<file path="config.mk">
export PLATFORM = sky130hd
export DESIGN_NAME = fp_mul_issue_ctrl
export DESIGN_NICKNAME = d
export VERILOG_FILES = /design/src/rtl/fp_mul_pkg.sv /design/src/rtl/fp_op_fifo.sv /design/src/rtl/fp_mul_issue_ctrl.sv
export SDC_FILE = /design/constraint.sdc
export NUM_CORES = 1
export LEC_CHECK = 0
export CAP_MARGIN = 20
export CORE_ASPECT_RATIO = 1.25
export CORE_MARGIN = 5
export CORE_UTILIZATION = 30
export CTS_CLUSTER_SIZE = 30
export DETAILED_ROUTE_END_ITERATION = 16
export GPL_ROUTABILITY_DRIVEN = 0
export HOLD_SLACK_MARGIN = 0.15
export SETUP_SLACK_MARGIN = 0.15
export SKIP_CTS_REPAIR_TIMING = 1
export SYNTH_ARGS = -nofsm -noshare
export SYNTH_HDL_FRONTEND = slang
export SYNTH_SLANG_ARGS = --single-unit
</file>
<file path="constraint.sdc">
create_clock -name clk -period 4.9 [get_ports clk]
set_input_delay 0.98 -clock clk [delete_from_list [all_inputs] [get_ports clk]]
set_output_delay 0.98 -clock clk [all_outputs]
set_load 0.1 [all_outputs]
</file>
<file path="src/rtl/fp_mul_pkg.sv">
// Shared constants for the FP multiplier issue controller: FSM encoding and special FP words.
package fp_mul_pkg;

  localparam logic [1:0] StIdle  = 2'd0;
  localparam logic [1:0] StIssue = 2'd1;
  localparam logic [1:0] StWait  = 2'd2;

  localparam logic [31:0]   FP_QNAN        = 32'h7FFFFFFF;
  localparam int unsigned   FP_MUL_MAX_LAT = 14;
  localparam logic [30:0]   FP_INF_MASK    = 31'h7F800000;

endpackage

</file>
<file path="src/rtl/fp_op_fifo.sv">
// Synchronous operand FIFO with registered occupancy count; no read bypass.
module fp_op_fifo #(
  parameter int unsigned DEPTH = 4,
  parameter int unsigned WIDTH = 68
) (
  input  logic             clk,
  input  logic             rst,
  input  logic             push,
  input  logic [WIDTH-1:0] wdata,
  input  logic             pop,
  output logic [WIDTH-1:0] rdata,
  output logic             full,
  output logic             empty
);

  localparam int unsigned AW = $clog2(DEPTH);
  localparam logic [AW:0] FullCnt = (AW+1)'(DEPTH);

  logic [WIDTH-1:0] mem_q [DEPTH];
  logic [AW-1:0]    wr_ptr_q, wr_ptr_d;
  logic [AW-1:0]    rd_ptr_q, rd_ptr_d;
  logic [AW:0]      count_q, count_d;
  logic             do_push, do_pop;

  assign full    = (count_q == FullCnt);
  assign empty   = (count_q == '0);
  assign do_push = push && !full;
  assign do_pop  = pop && !empty;
  assign rdata   = mem_q[rd_ptr_q];

  always_comb begin
    wr_ptr_d = wr_ptr_q;
    rd_ptr_d = rd_ptr_q;
    count_d  = count_q;
    if (do_push) wr_ptr_d = wr_ptr_q + 1'b1;
    if (do_pop)  rd_ptr_d = rd_ptr_q + 1'b1;
    unique case ({do_push, do_pop})
      2'b10:   count_d = count_q + 1'b1;
      2'b01:   count_d = count_q - 1'b1;
      default: count_d = count_q;
    endcase
  end

  always_ff @(posedge clk or posedge rst) begin
    if (rst) begin
      wr_ptr_q <= '0;
      rd_ptr_q <= '0;
      count_q  <= '0;
    end else begin
      wr_ptr_q <= wr_ptr_d;
      rd_ptr_q <= rd_ptr_d;
      count_q  <= count_d;
    end
  end

  // Storage needs no reset: occupancy alone decides what is valid.
  always_ff @(posedge clk) begin
    if (do_push) mem_q[wr_ptr_q] <= wdata;
  end

endmodule

</file>
<file path="src/rtl/fp_mul_issue_ctrl.sv">
// Operand feeder / result collector for the FP multiplier core.
// Optional watchdog on the WAIT state when MUL_WDOG_EN is defined.
module fp_mul_issue_ctrl
  import fp_mul_pkg::*;
#(
  parameter int unsigned DEPTH   = 4,
  parameter int unsigned TAG_W   = 4,
  parameter int unsigned TIMEOUT = 31
) (
  input  logic             clk,
  input  logic             rst,
  input  logic             in_valid,
  output logic             in_ready,
  input  logic [31:0]      in_op1,
  input  logic [31:0]      in_op2,
  input  logic [TAG_W-1:0] in_tag,
  output logic             out_valid,
  input  logic             out_ready,
  output logic [31:0]      out_res,
  output logic [TAG_W-1:0] out_tag,
  output logic             mul_start,
  output logic [31:0]      mul_op1,
  output logic [31:0]      mul_op2,
  input  logic [31:0]      mul_res,
  input  logic             mul_done,
`ifdef MUL_WDOG_EN
  output logic             out_err,
`endif
  output logic             busy
);

  if (TIMEOUT <= FP_MUL_MAX_LAT) begin : g_bad_timeout
    $error("TIMEOUT must exceed the multiplier core latency");
  end
  if (DEPTH < 2 || (DEPTH & (DEPTH - 1)) != 0) begin : g_bad_depth
    $error("DEPTH must be a power of two, at least 2");
  end

  localparam int unsigned FW = 64 + TAG_W;

  logic [1:0]       state_q, state_d;
  logic [31:0]      op1_q, op1_d, op2_q, op2_d;
  logic [TAG_W-1:0] cur_tag_q, cur_tag_d;
  logic             out_valid_q, out_valid_d;
  logic [31:0]      out_res_q, out_res_d;
  logic [TAG_W-1:0] out_tag_q, out_tag_d;

  logic          fifo_push, fifo_pop, fifo_full, fifo_empty;
  logic [FW-1:0] fifo_rdata;

`ifdef MUL_WDOG_EN
  localparam int unsigned CntW       = $clog2(TIMEOUT);
  localparam logic [CntW-1:0] CntMax = CntW'(TIMEOUT - 1);
  logic [CntW-1:0] cnt_q, cnt_d;
  logic            err_q, err_d;
  assign out_err = err_q;
`endif

  assign in_ready  = !fifo_full;
  assign fifo_push = in_valid && !fifo_full;

  fp_op_fifo #(
    .DEPTH (DEPTH),
    .WIDTH (FW)
  ) u_fifo (
    .clk   (clk),
    .rst   (rst),
    .push  (fifo_push),
    .wdata ({in_tag, in_op1, in_op2}),
    .pop   (fifo_pop),
    .rdata (fifo_rdata),
    .full  (fifo_full),
    .empty (fifo_empty)
  );

  always_comb begin
    state_d     = state_q;
    op1_d       = op1_q;
    op2_d       = op2_q;
    cur_tag_d   = cur_tag_q;
    out_res_d   = out_res_q;
    out_tag_d   = out_tag_q;
    out_valid_d = out_valid_q && !out_ready;
    fifo_pop    = 1'b0;
`ifdef MUL_WDOG_EN
    cnt_d = cnt_q;
    err_d = err_q;
`endif
    case (state_q)
      StIdle: begin
        // Only issue when the result slot will be free by the time this op completes.
        if (!fifo_empty && (!out_valid_q || out_ready)) begin
          fifo_pop                    = 1'b1;
          {cur_tag_d, op1_d, op2_d}   = fifo_rdata;
          state_d                     = StIssue;
        end
      end
      StIssue: begin
        state_d = StWait;
`ifdef MUL_WDOG_EN
        cnt_d = '0;
`endif
      end
      StWait: begin
        if (mul_done) begin
          out_res_d   = mul_res;
          out_tag_d   = cur_tag_q;
          out_valid_d = 1'b1;
          state_d     = StIdle;
`ifdef MUL_WDOG_EN
          err_d = 1'b0;
        end else if (cnt_q == CntMax) begin
          out_res_d   = FP_QNAN;
          out_tag_d   = cur_tag_q;
          out_valid_d = 1'b1;
          err_d       = 1'b1;
          state_d     = StIdle;
        end else begin
          cnt_d = cnt_q + 1'b1;
`endif
        end
      end
      default: state_d = StIdle;
    endcase
  end

  always_ff @(posedge clk or posedge rst) begin
    if (rst) begin
      state_q     <= StIdle;
      op1_q       <= '0;
      op2_q       <= '0;
      cur_tag_q   <= '0;
      out_valid_q <= 1'b0;
      out_res_q   <= '0;
      out_tag_q   <= '0;
`ifdef MUL_WDOG_EN
      cnt_q <= '0;
      err_q <= 1'b0;
`endif
    end else begin
      state_q     <= state_d;
      op1_q       <= op1_d;
      op2_q       <= op2_d;
      cur_tag_q   <= cur_tag_d;
      out_valid_q <= out_valid_d;
      out_res_q   <= out_res_d;
      out_tag_q   <= out_tag_d;
`ifdef MUL_WDOG_EN
      cnt_q <= cnt_d;
      err_q <= err_d;
`endif
    end
  end

  assign mul_start = (state_q == StIssue);
  assign mul_op1   = op1_q;
  assign mul_op2   = op2_q;
  assign out_valid = out_valid_q;
  assign out_res   = out_res_q;
  assign out_tag   = out_tag_q;
  assign busy      = (state_q != StIdle) || !fifo_empty;

endmodule

</file>
; Word level (Yosys, flattened, before mapping)
; Memory sizes are Yosys's and may differ from the RTL's. A register that Yosys moved wholly into a read port is not among the register bits.
; Cells that the tools add are included.
[op_classes]
add_sub_neg = 4
n_eq_ne = 7
muxes = 10
n_reduce_logical = 18
[ops]
columns = cell, count
row1 = $mux 1, 6
row2 = $pmux 2 s3, 1
row3 = $pmux 3 s2, 1
row4 = $reduce_and 2->1, 3
row5 = $logic_and 1x1->1, 5
row6 = $add 2x1->2 const B, 2
row7 = $eq 2x1->1 const B, 2
row8 = $eq 2x2->1 const B, 2
row9 = $logic_not 1->1, 4
row10 = $mux 2, 2
row11 = $ne 2x2->1 const B, 2
row12 = $reduce_bool 2->1, 2
row13 = $add 3x1->3 const B, 1
row14 = $eq 3x3->1 const B, 1
row15 = $logic_not 3->1, 1
row16 = $sub 3x1->3 const B, 1
row17 = $logic_not 2->1, 1
row18 = $logic_or 1x1->1, 2
[totals]
reg_bits = 46
ram_bits = 272
output_inout_bits = 104
elab_cells = 47
n_memories = 1
[mem_list]
columns = memory, depth, width, read_ports, rd_ports_with_merged_regs, write_ports, line_no
row1 = u_fifo.mem_q, 4, 68, 1, 1, 1, fp_op_fifo.sv:19  ; logic [WIDTH-1:0] mem_q [DEPTH];

; Depth between registers and ports, before layout
[logic_depth]
depth_word = 8
mapped_depth = 9

; Modules after synthesis
; Synthesis repeated with hierarchy kept, for this count alone.
[hier_totals]
cells_unflattened = 631
area_unflattened_um2 = 14397.6
[modules_own_cells]
columns = mod, n_inst, cells_each, area_each_um2, seq_area_each_um2
row1 = fp_op_fifo, 1, 394, 10318.6, 8343.0
row2 = fp_mul_issue_ctrl, 1, 237, 4078.9, 2677.6

; Worst setup path after synthesis
; OpenSTA, ideal clock, no wires.
[synth_timing]
kind = register to register
startpoint = register u_fifo.count_q[2]
endpoint = memory u_fifo.mem_q[0][0], enable pin
setup_time_ns = 0.434
arrival_ns = 2.970
setup_slack_ns = 1.497
path_stages_with_launch = 3
n_path_buf = 0
period_less_slack_ns = 3.403
path_cell_list = dfrtp_1 or3b_1 and3_1
[synth_via]
elab_chain_cells = 6
[synth_lines]
columns = element, line_no
row1 = start: declaration, fp_op_fifo.sv:22  ; logic [AW:0] count_q, count_d;
row2 = start signal: assignment, fp_op_fifo.sv:52  ; count_q <= count_d;
row3 = $eq 3x3->1 *, fp_op_fifo.sv:25  ; assign full = (count_q == FullCnt);
row4 = $logic_not 1->1 *, n/a
row5 = via in_ready, fp_mul_issue_ctrl.sv:13  ; output logic in_ready,
row6 = $logic_and 1x1->1, fp_mul_issue_ctrl.sv:60  ; assign fifo_push = in_valid && !fifo_full;
row7 = $logic_and 1x1->1 *, fp_op_fifo.sv:27  ; assign do_push = push && !full;
row8 = $mux 1 *, fp_op_fifo.sv:58  ; if (do_push) mem_q[wr_ptr_q] <= wdata;
row9 = $mux 1 (implied by the code) *, fp_op_fifo.sv:58
row10 = end: declaration, fp_op_fifo.sv:19
; Mark *: on every way through the listed nets, which the timed path passes. The rest lies on a longest branch.

; Final worst setup path
[layout_timing]
startpoint = register u_fifo.count_q[0]
endpoint = output busy
[layout_via]
elab_chain_cells = 3
[layout_lines]
columns = element, line_no
row1 = $logic_not 3->1, fp_op_fifo.sv:26  ; assign empty = (count_q == '0);
row2 = $logic_not 1->1, fp_mul_issue_ctrl.sv:161  ; assign busy = (state_q != StIdle) || !fifo_empty;
row3 = $logic_or 1x1->1, fp_mul_issue_ctrl.sv:161
row4 = end: declaration, fp_mul_issue_ctrl.sv:29  ; output logic busy
; Every way passes these cells.

==> impl_metrics.env <==
export IMPL_maxSlewHeadroom_pct=24.4
export IMPL_period_needed_ns=3.61
export IMPL_grtUsageTotal_pct=11.3
export IMPL_skew_ns=0.00891
export IMPL_yosysSeqAreaShare_pct=77.3
export IMPL_muxShareOfSynthArea_pct=19.1
export IMPL_setup_violations=0
export IMPL_drv_slew=0
export IMPL_synth_fp_nets=734
export IMPL_timing_max_cap_violations=0
export IMPL_final_hold_viol_count=0
export IMPL_die_area_mm2=0.0520
export IMPL_nNetsFinal=967
export IMPL_drtIter0Drc=245
export IMPL_route_vias_total=6635
export IMPL_syn_avg_cell_area_um2=22.9
export IMPL_firstDrtPassIters=4
export IMPL_status="complete, no violations"
export IMPL_rows=89
export IMPL_fmaxAchievable_ghz=0.277
export IMPL_grt_pass1_vias=7248
export IMPL_drcViolationCount=0
export IMPL_area_delta_synth_final_pct=29.3
export IMPL_path_class="reg2out"
export IMPL_drtAntennaViolNets=0
export IMPL_clock_path_buffers=3
export IMPL_holdPathStages=1
export IMPL_initial_core_util_pct=30.3
export IMPL_clkLatencyLatePin_ns=0.54
export IMPL_cts_tree="done"
export IMPL_port_buffers=208
export IMPL_detailedPlace_worstSlack_ns=1.73
export IMPL_holdWs_ns=0.483
export IMPL_critPathMaxFanout=4
export IMPL_min_period_over_period_pct=73.7
export IMPL_core_mm2=0.0471
export IMPL_synth_edf_count=272
export IMPL_synthXorXnorAreaFrac_pct=0.369
export IMPL_cts_num_sinks=386
export IMPL_synthAdderAreaFrac_pct=0.579
export IMPL_rsz0062_at_grt="false"
export IMPL_syn_area_mm2=0.0143
export IMPL_end_kind="output port"
export IMPL_antenna_found_initial=2
export IMPL_die_y_um=254
export IMPL_dp_hpwl_mm=18.6
export IMPL_finalWorstSetupSlack_ns=1.29
export IMPL_grt_max_degree=71
export IMPL_min_path_type="reg2reg"
export IMPL_wl_per_cell_um=19.3
export IMPL_htree_levels=2
export IMPL_yosysWarnings=0
export IMPL_grt_first_pass_wirelength_mm=44.6
export IMPL_startpoint_type="register"
export IMPL_fp_dieW_um=205
export IMPL_async_reset_ff_share_pct=29.5
export IMPL_synth_top_family_by_area="multiplexers"
export IMPL_ys_flop_type="edfxtp_1"
export IMPL_worstMarginPinSlew_ns=1.13
export IMPL_synth_seq_cells=386
export IMPL_ys_types=26
export IMPL_synth_simple_area_share_pct=0.869
export IMPL_syn_instance_count=623
export IMPL_cp_arrival_ns=2.63
export IMPL_cp_required_ns=3.92
export IMPL_cts_root_buffer="clkbuf_16"
export IMPL_setup_tns_ns=0
export IMPL_overflow=0
export IMPL_viasPerCell=4.35
export IMPL_nFillCells=4300
export IMPL_drive_gt1_share_pct=28.9
export IMPL_cts_buffers=40
export IMPL_routed_wl_mm=29.4
export IMPL_path_clk_slew_ns=0.06
export IMPL_io_pins=209
export IMPL_rr_worst_depth=4
export IMPL_synth_compound_area_share_pct=0
cells in the mapped netlist (2+ instances only):
cell / count / area share (%)
and3_1: 4 / 0.18
buf_2: 6 / 0.21
buf_6: 15 / 1.2
clkbuf_1: 5 / 0.13
dfrtp_1: 114 / 20
edfxtp_1: 272 / 57
ha_1: 5 / 0.44
inv_1: 6 / 0.16
mux2_2: 106 / 8.4
mux4_2: 68 / 11
nand2b_1: 2 / 0.088
nor2_1: 2 / 0.053
xnor2_1: 5 / 0.31
cell usage in the layout, fill, tap and decap left out, types with 5 or more instances in the layout:
cell type / netlist / layout
buf_4: 1 / 5
clkbuf_1: 5 / 5
clkbuf_16: 0 / 41
clkbuf_8: 0 / 5
clkdlybuf4s50_1: 0 / 208
clkinv_1: 0 / 5
clkinv_2: 0 / 5
dfrtp_1: 114 / 112
edfxtp_1: 272 / 272
ha_1: 5 / 5
inv_1: 6 / 5
mux2_2: 106 / 106
mux4_2: 68 / 68
xnor2_1: 5 / 5
logic make-up (layout without fill, tap and decap cells):
kind of cell	count (synthesis)	in the layout
adders and majority gates	6	6
buffers and inverters	33	296
and+or+nand+nor	18	18
xor gates and xnor gates	6	6
muxes	174	174
DFF	386	386
other	0	1
routing by layer:
layer,routed length [um],vias up,track usage (%)
met4,674,2,3.50
met3,1630,49,3.15
li1,-,2975,-
met5,13,-,0
met1,12400,3438,14.4
met2,14700,171,19.0
critical path, stage by stage, from the launching register on:
cell             delay, ns
dfrtp_1               0.42
or3_1                 0.48
nand2b_1              0.20
clkdlybuf4s50_1       0.99
worst paths after layout:
| kind | slack [ns] | startpoint | to |
|---|---|---|---|
| worst max-delay path | 1.29 | u_fifo.count_q[0] | busy |
| worst min register to register | 0.48 | u_fifo.count_q[2] | u_fifo.count_q[2] |
| worst min-delay path | 0.48 | u_fifo.count_q[2] | u_fifo.count_q[2] |
| min in group asynchronous | 0.87 | rst | mul_op1[26] |
| worst max register to register | 2.50 | u_fifo.count_q[0] | mul_op2[28] |
| max in group asynchronous | 3.14 | rst | u_fifo.rd_ptr_q[1] |
registers in the layout (all words and copies together) (netlist names):
signal / cells
u_fifo.wr_ptr_q: 2
cur_tag_q: 4
out_valid: 1
mul_op1: 32
u_fifo.count_q: 3
u_fifo.rd_ptr_q: 2
out_res: 32
u_fifo.mem_q: 272
mul_op2: 32
state_q: 2
out_tag: 4
per-stage QoR:
stage	cell area [um2]	instances	util, %
global placement	17000	1447	36.1
floorplan	14300	623	-
CTS	18400	1523	39.1
global route	18400	1523	39.1
finish	18400	1524	39.1
detailed placement	17100	1451	36.3
cell type report:
class	instances	area (um2)	area share (%)
Multi-Input combinational cell	204	3000	16.3
Antenna cell	1	2.50	0.0136
Tap cell	637	797	4.33
Timing Repair Buffer	218	2230	12.1
Sequential cell	386	11000	59.9
Clock buffer	51	1110	6.04
Inverter	6	27.5	0.149
Clock inverter	21	221	1.20
Power is not shown: default switching activity piles up to over one toggle a cycle in this logic, so the estimate is an artifact.
